--- config.mk ---
export PLATFORM = sky130hd
export DESIGN_NAME = onehot_stream_decoder_flat
export DESIGN_NICKNAME = d
export VERILOG_FILES = /design/src/rtl/onehot_stream_decoder_if.sv /design/src/rtl/onehot_stream_decoder.sv /design/src/flat_wrapper.sv
export SDC_FILE = /design/constraint.sdc
export NUM_CORES = 1
export LEC_CHECK = 0
export BUFFER_PORTS_ARGS = -buffer_cell sky130_fd_sc_hd__buf_2
export CORE_ASPECT_RATIO = 0.6
export CORE_MARGIN = 3
export CORE_UTILIZATION = 28
export CTS_BUF_LIST = sky130_fd_sc_hd__clkbuf_2 sky130_fd_sc_hd__clkbuf_4 sky130_fd_sc_hd__clkbuf_8
export DETAILED_ROUTE_END_ITERATION = 6
export PLACE_DENSITY = 0.49
export SLEW_MARGIN = 25
export SYNTH_ARGS = -nofsm -noshare
export SYNTH_HDL_FRONTEND = slang
export SYNTH_SLANG_ARGS = --single-unit
--- constraint.sdc ---
create_clock -name clk -period 2.2 [get_ports clk]
set_input_delay 0.55 -clock clk [delete_from_list [all_inputs] [get_ports clk]]
set_output_delay 0.55 -clock clk [all_outputs]
set_load 0.02 [all_outputs]
--- src/rtl/onehot_stream_decoder_if.sv ---
// onehot_stream_decoder_if
//   Bundles the encoded-grant handshake and the decoded output lines of
//   onehot_stream_decoder.
//   Upstream side (master): drives in_valid, code and idle_in, and observes
//   in_ready.
//   Decoder side (slave): drives in_ready, H, out_valid, out_code and idle_out.
//   Signals:
//     in_valid  - upstream item present
//     in_ready  - decoder can take an item this cycle
//     code      - encoded line index
//     idle_in   - item is an idle token (code ignored)
//     H         - registered one-hot decoded lines
//     out_valid - H carries a real grant
//     out_code  - registered copy of the code being driven
//     idle_out  - nothing driving and nothing pending
interface onehot_stream_decoder_if;
  logic       in_valid;
  logic       in_ready;
  logic [2:0] code;
  logic       idle_in;
  logic [7:0] H;
  logic       out_valid;
  logic [2:0] out_code;
  logic       idle_out;

  modport master (
    output in_valid, code, idle_in,
    input  in_ready, H, out_valid, out_code, idle_out
  );

  modport slave (
    input  in_valid, code, idle_in,
    output in_ready, H, out_valid, out_code, idle_out
  );
endinterface

--- src/rtl/onehot_stream_decoder.sv ---
// onehot_stream_decoder
//   Receive-side partner of the 8-input priority encoder. Each accepted
//   grant (3-bit code or idle token) is turned back into a one-hot line that
//   is held on H for HOLD_CYCLES cycles. A one-entry pending register lets the
//   encoder push the next item while the current one is still being held.
//   Parameters:
//     HOLD_CYCLES - cycles each item occupies the output (1..16)
//   Ports:
//     clk         - rising-edge clock
//     rst_n       - synchronous reset, active low
//     bus         - slave side of onehot_stream_decoder_if
//     clr_mask    - clears the sticky mask (DECODER_STICKY_MASK_EN only)
//     sticky_mask - OR of every line driven since the last clear
//                   (DECODER_STICKY_MASK_EN only)
//   Optional feature macro: DECODER_STICKY_MASK_EN
module onehot_stream_decoder #(
  parameter int HOLD_CYCLES = 1
) (
  input  logic                    clk,
  input  logic                    rst_n,
  onehot_stream_decoder_if.slave  bus
`ifdef DECODER_STICKY_MASK_EN
  ,
  input  logic                    clr_mask,
  output logic [7:0]              sticky_mask
`endif
);

  // 4-bit compare value; HOLD_CYCLES=16 gives 15 so the counter wraps to 0
  // exactly when the slot frees.
  localparam logic [3:0] LAST_CNT = 4'(HOLD_CYCLES - 1);

  typedef enum logic {IDLE, DRIVE} state_t;

  state_t     state_q, state_d;
  logic [2:0] cur_code_q, cur_code_d;
  logic       cur_idle_q, cur_idle_d;
  logic [3:0] cnt_q, cnt_d;
  logic       pend_valid_q, pend_valid_d;
  logic [2:0] pend_code_q, pend_code_d;
  logic       pend_idle_q, pend_idle_d;
  logic [7:0] h_q, h_d;
  logic       out_valid_q, out_valid_d;
  logic [2:0] out_code_q, out_code_d;

  logic in_ready;
  logic accept;
  logic slot_free;

  assign in_ready  = rst_n & ~pend_valid_q;
  assign accept    = bus.in_valid & in_ready;
  assign slot_free = (state_q == IDLE) || (cnt_q == LAST_CNT);

  always_ff @(posedge clk) begin
    if (!rst_n) begin
      state_q      <= IDLE;
      cur_code_q   <= '0;
      cur_idle_q   <= 1'b0;
      cnt_q        <= '0;
      pend_valid_q <= 1'b0;
      pend_code_q  <= '0;
      pend_idle_q  <= 1'b0;
      h_q          <= '0;
      out_valid_q  <= 1'b0;
      out_code_q   <= '0;
    end else begin
      state_q      <= state_d;
      cur_code_q   <= cur_code_d;
      cur_idle_q   <= cur_idle_d;
      cnt_q        <= cnt_d;
      pend_valid_q <= pend_valid_d;
      pend_code_q  <= pend_code_d;
      pend_idle_q  <= pend_idle_d;
      h_q          <= h_d;
      out_valid_q  <= out_valid_d;
      out_code_q   <= out_code_d;
    end
  end

  always_comb begin
    state_d      = state_q;
    cur_code_d   = cur_code_q;
    cur_idle_d   = cur_idle_q;
    cnt_d        = cnt_q;
    pend_valid_d = pend_valid_q;
    pend_code_d  = pend_code_q;
    pend_idle_d  = pend_idle_q;

    if (slot_free) begin
      // Pending always wins; an accept cannot coincide with a valid pending
      // entry because in_ready is low then.
      cnt_d = '0;
      if (pend_valid_q) begin
        state_d      = DRIVE;
        cur_code_d   = pend_code_q;
        cur_idle_d   = pend_idle_q;
        pend_valid_d = 1'b0;
      end else if (accept) begin
        state_d    = DRIVE;
        cur_code_d = bus.code;
        cur_idle_d = bus.idle_in;
      end else begin
        state_d = IDLE;
      end
    end else begin
      cnt_d = cnt_q + 4'd1;
      if (accept) begin
        pend_valid_d = 1'b1;
        pend_code_d  = bus.code;
        pend_idle_d  = bus.idle_in;
      end
    end
  end

  // Outputs are registered from the next slot contents so H changes on the
  // same edge that loads an item.
  always_comb begin
    h_d         = '0;
    out_valid_d = 1'b0;
    out_code_d  = '0;
    if (state_d == DRIVE && !cur_idle_d) begin
      h_d         = 8'd1 << cur_code_d;
      out_valid_d = 1'b1;
      out_code_d  = cur_code_d;
    end
  end

  assign bus.in_ready  = in_ready;
  assign bus.H         = h_q;
  assign bus.out_valid = out_valid_q;
  assign bus.out_code  = out_code_q;
  assign bus.idle_out  = (state_q == IDLE) && !pend_valid_q;

`ifdef DECODER_STICKY_MASK_EN
  logic [7:0] sticky_q, sticky_d;

  // A line rising on the same edge as a clear survives the clear.
  always_comb begin
    sticky_d = (clr_mask ? 8'h00 : sticky_q) | h_d;
  end

  always_ff @(posedge clk) begin
    if (!rst_n) sticky_q <= '0;
    else        sticky_q <= sticky_d;
  end

  assign sticky_mask = sticky_q;
`endif

endmodule

--- src/flat_wrapper.sv ---
// flat-port wrapper written by rule: the top's interface ports become plain ports
module onehot_stream_decoder_flat 
#(
  parameter int HOLD_CYCLES = 1
)
  (clk, rst_n, bus_in_valid, bus_code, bus_idle_in, bus_in_ready, bus_H, bus_out_valid, bus_out_code, bus_idle_out);
  onehot_stream_decoder_if bus_i ();
  input  logic clk;
  input  logic rst_n;
  input wire logic [$bits(bus_i.in_valid)-1:0] bus_in_valid;
  input wire logic [$bits(bus_i.code)-1:0] bus_code;
  input wire logic [$bits(bus_i.idle_in)-1:0] bus_idle_in;
  output wire logic [$bits(bus_i.in_ready)-1:0] bus_in_ready;
  output wire logic [$bits(bus_i.H)-1:0] bus_H;
  output wire logic [$bits(bus_i.out_valid)-1:0] bus_out_valid;
  output wire logic [$bits(bus_i.out_code)-1:0] bus_out_code;
  output wire logic [$bits(bus_i.idle_out)-1:0] bus_idle_out;
  assign bus_i.in_valid = bus_in_valid;
  assign bus_i.code = bus_code;
  assign bus_i.idle_in = bus_idle_in;
  assign bus_in_ready = bus_i.in_ready;
  assign bus_H = bus_i.H;
  assign bus_out_valid = bus_i.out_valid;
  assign bus_out_code = bus_i.out_code;
  assign bus_idle_out = bus_i.idle_out;
  onehot_stream_decoder #(.HOLD_CYCLES(HOLD_CYCLES)) u_core (.clk(clk), .rst_n(rst_n), .bus(bus_i));
endmodule
==> After elaboration in Yosys (flattened, before gate mapping) <==
Cells that the tools add are included.
{ "classes": {"addsub": 1, "shifts": 1, "muxes": 10, "n_bitwise": 6, "reduce_logical": 9} }
{ "ops": {"columns": ["cell", "count"], "rows": [
  ["3-bit two-way mux", 3],
  ["1-bit by 3-bit << shifter with 8-bit output, first input constant", 1],
  ["1-bit two-way mux", 7],
  ["4-bit by 1-bit adder with 4-bit output, second input constant", 1],
  ["4-bit logical NOT", 1],
  ["1-bit NOT", 4],
  ["2-bit AND reduction", 2],
  ["1-bit bitwise AND", 2],
  ["1-bit logical AND", 2],
  ["1-bit logical NOT", 2],
  ["2-bit OR reduction", 1],
  ["1-bit logical OR", 1]
]} }
{ "word_totals": {"ff_bits": 26, "input_bits": 7} }

==> Longest topological paths before layout <==
{ "depth": {"ltp_word": 9, "ltp_mapped": 8, "depth_no_buf": 6} }

==> Worst setup path before layout <==
No wires, ideal clock.
{ "synth_timing": {"path_type": "flip-flop to flip-flop", "start": "register u_core.cnt_q[0]", "end": "register u_core.h_q[1], in the netlist u_core.bus.H[1]", "arrival_ns": 1.682, "required_ns": 2.066, "setup_slack_ns": 0.384, "path_stages_with_launch": 9, "synth_period_minus_slack_ns": 1.816, "cell_sequence": "dfxtp_1 -> inv_1 -> ha_1 -> or3b_1 -> buf_2 -> and2_4 -> buf_6 -> a211oi_2 -> nor3_1"} }
{ "synth_via": {"elab_chain_len": 6, "word_cells_on_any_way": 9} }
{ "synth_rtl": {"columns": ["item", "line_no", "text"], "rows": [
  ["start, declared", "onehot_stream_decoder.sv:38", "logic [3:0] cnt_q, cnt_d;"],
  ["start signal, assigned", "onehot_stream_decoder.sv:70", "cnt_q <= cnt_d;"],
  ["4-bit logical NOT *", "onehot_stream_decoder.sv:52", "assign slot_free = (state_q == IDLE) || (cnt_q == LAST_CNT);"],
  ["1-bit logical OR *", "onehot_stream_decoder.sv:52", null],
  ["1-bit two-way mux", "onehot_stream_decoder.sv:89", "if (slot_free) begin"],
  ["1-bit logical NOT", "onehot_stream_decoder.sv:121", "if (state_d == DRIVE && !cur_idle_d) begin"],
  ["1-bit logical AND", "onehot_stream_decoder.sv:121", null],
  ["2-bit AND reduction (no line)", null, null],
  ["end signal, assigned", "onehot_stream_decoder.sv:63", "h_q <= '0;"],
  ["end signal, assigned", "onehot_stream_decoder.sv:74", "h_q <= h_d;"],
  ["end, declared", "onehot_stream_decoder.sv:42", "logic [7:0] h_q, h_d;"]
]} }
Mark *: on every way between the ends. The rest lies on a longest branch, timed or not.
A chain may end at the register's enable or synchronous reset.

==> Worst setup path after layout <==
{ "layout_timing": {"start": "register u_core.cnt_q[0]", "end": "register u_core.h_q[7], in the netlist u_core.bus.H[7]"} }
The elaborated chain is that of the path after synthesis.

==> results.sh <==
export IMPL_dieArea_mm2=0.00454
export IMPL_diodes=0
export IMPL_cts_inserted_buffers=3
export IMPL_synth_seq_area_share_pct=49.6
export IMPL_start_kind="flip-flop"
export IMPL_gr_total_overflow=0
export IMPL_place_ws_ps=208
export IMPL_p_leak_nw=0.575
export IMPL_cts_tree="done"
export IMPL_finalSetupTns_ps=0
export IMPL_slowest_delay_ps=470
export IMPL_hold_buffers=0
export IMPL_report_power_total_uw=929
export IMPL_ios=21
export IMPL_status="complete, no violations"
export IMPL_hold_viol_final=0
export IMPL_antenna_found_initial=0
export IMPL_critPathCaptureType="flip-flop"
export IMPL_p_per_area_mw_per_mm2=741
export IMPL_area_growth_pct=19.4
export IMPL_cp_slowest_cell="or3b_1"
export IMPL_final_cell_mix="dfxtp_1, buf_2, nor2_1"
export IMPL_cts_sinks=26
export IMPL_syn_area_mm2=0.00105
export IMPL_ys_warn_count=0
export IMPL_post_cts_setup_buffers=0
export IMPL_vias=839
export IMPL_dieWidth_um=85.0
export IMPL_yosys_cell_types_count=32
export IMPL_avgViaCountPerCell=4.79
export IMPL_hold_path_class="flip-flop to flip-flop"
export IMPL_dr_pass1_iters=4
export IMPL_worstPathMaxFanout=10
export IMPL_timing_final_ws_setup_ps=230
export IMPL_wl_um=2240
export IMPL_irDropWorstVdd_mv=0.250
export IMPL_mostFrequentLayoutCell="dfxtp_1"
export IMPL_syn_num_nets=120
export IMPL_coreArea_mm2=0.00342
export IMPL_rsz0062_at_grt="no"
export IMPL_ctsLongestPathBuffers=2
export IMPL_path_class="flip-flop to flip-flop"
export IMPL_required_ps=2340
export IMPL_nets=140
export IMPL_synthCells=111
export IMPL_grt_pass1_vias=830
export IMPL_drv_cap=0
export IMPL_grt_pass1_wl_um=3860
export IMPL_io_buffer_count=20
export IMPL_drive_gt1_share_pct=21.5
export IMPL_worst_pin_slew_ps=483
export IMPL_fin_crit_ps=1970
export IMPL_synth_edf_count=0
export IMPL_cp_arrival_ps=2110
export IMPL_drtIter0Drc=84
export IMPL_postSynthAreaPerCell_um2=9.46
export IMPL_htree_levels=1
export IMPL_drc_errors=0
export IMPL_globalplace_congestion=0.773
export IMPL_fin_util_pct=36.6
export IMPL_hpwlAfterDp_um=1660
export IMPL_finalSetupViolations=0
export IMPL_drtAntennaViolNets=0
export IMPL_grt_max_degree=18
export IMPL_wire_per_inst_um=12.8
export IMPL_worstPathCellList="inv_1 -> ha_1 -> or3b_1 -> and2_4 -> a211oi_2 -> nor3_1"
export IMPL_grt_usage_pct=11.0
export IMPL_synth_main_ff_cell="dfxtp_1"
export IMPL_cts_resized=0
export IMPL_synthArstFlopShare_pct=0
export IMPL_ys_ff_latch=26
export IMPL_die_y_um=53.4
export IMPL_start_util_pct=30.7
export IMPL_fin_worst_skew_ps=3.85
export IMPL_final_max_slew_violation_count=0
export IMPL_cts_root_buffer="clkbuf_8"
export IMPL_finalCritPeriodShare_pct=89.6
export IMPL_slew_headroom_pct=67.8
export IMPL_clk_latency_ps=270
export IMPL_fmax_mhz=508
export IMPL_rows=16
export IMPL_clk_pin_slew_worst_paths_ps=90
[critical path: cells and delay by family, from the launching register on]
| kind | cells | cell delay (ps) |
|---|---|---|
| flip-flops | 1 | 340 |
| AND/OR/NAND/NOR | 3 | 840 |
| AO/OA/AOI/OAI | 1 | 450 |
| buffers and inverters | 1 | 60 |
| adder cells (fa/ha/maj) | 1 | 140 |
[worst paths after layout]
path	from	end	slack, ps	cells after the start
setup / recovery	u_core.cnt_q[0]$_SDFF_PP0_	u_core.bus.H[7]$_SDFF_PN0_	230	6
hold reg to reg	u_core.cnt_q[0]$_SDFF_PP0_	u_core.cnt_q[0]$_SDFF_PP0_	470	1
hold / removal	u_core.cnt_q[0]$_SDFF_PP0_	u_core.cnt_q[0]$_SDFF_PP0_	470	1
setup reg to reg	u_core.cnt_q[0]$_SDFF_PP0_	u_core.bus.H[7]$_SDFF_PN0_	230	6
[flip-flops by register name (all words and copies together), names as in the netlist]
name                  flops
u_core.cnt_q              4
u_core.cur_idle_q         1
u_core.pend_valid_q       1
u_core.pend_code_q        3
u_core.bus.H              8
u_core.bus.out_valid      1
u_core.pend_idle_q        1
u_core.state_q            1
u_core.cur_code_q         3
u_core.bus.out_code       3
[report_power, final]
part / switching (mW) / total [mW] / internal, mW
sequential: 0.00562 / 0.483 / 0.477
combinational: 0.0354 / 0.0573 / 0.0219
clock: 0.146 / 0.389 / 0.243
total: 0.187 / 0.929 / 0.742
[kinds of logic after synthesis]
logic type      synth area share (%)
simple gates                    24.7
flops                           49.6
compound gates                  12.8
buf+inv                         5.12
mux                             3.81
xor+xnor                        1.67
fa+ha+maj                       2.38
[cells in the mapped netlist, types with 2 or more instances]
cell type  instances  share of area (%)
nor2_1            18                6.4
nand2_1            5                1.8
inv_1              6                2.1
a211oi_2           2                2.4
dfxtp_1           26                 50
nand4b_1           3                2.5
nor3_1             8                3.8
nand2b_1           3                1.8
a222oi_1           2                1.9
clkbuf_1           4                1.4
mux2i_1            4                3.8
a22oi_1            2                1.4
a21oi_1            3                1.4
ha_1               2                2.4
o21ai_0            2               0.95
nor3b_1            4                2.9
a211o_1            2                1.7
[routing by layer]
layer / vias to the layer above / part of all wire [%] / wire length, um / track usage [%]
met3: 2 / 4.0 / 90 / 4.20
met4: 0 / 0.45 / 10 / 2.89
met2: 21 / 42 / 943 / 16.4
li1: 427 / - / - / -
met1: 389 / 53 / 1200 / 14.8
met5: - / 0 / 0 / 0
[final cells by class]
class | count | area, um2
Tap cell | 45 | 56.3
Inverter | 6 | 22.5
Timing Repair Buffer | 21 | 108
Multi-Input combinational cell | 73 | 475
Clock buffer | 3 | 41.3
Fill cell | 347 | 2170
Sequential cell | 26 | 520
Clock inverter | 1 | 30.0
[metrics by stage]
step / cell area, um2 / hold WS [ps] / std cells
after floorplan: 1050 / 430 / 111
after global placement: 1180 / 444 / 171
after detailed placement: 1180 / 455 / 171
after CTS: 1250 / 479 / 175
after global routing: 1250 / 521 / 175
final: 1250 / 471 / 175
(Power assumes the default switching activity.)
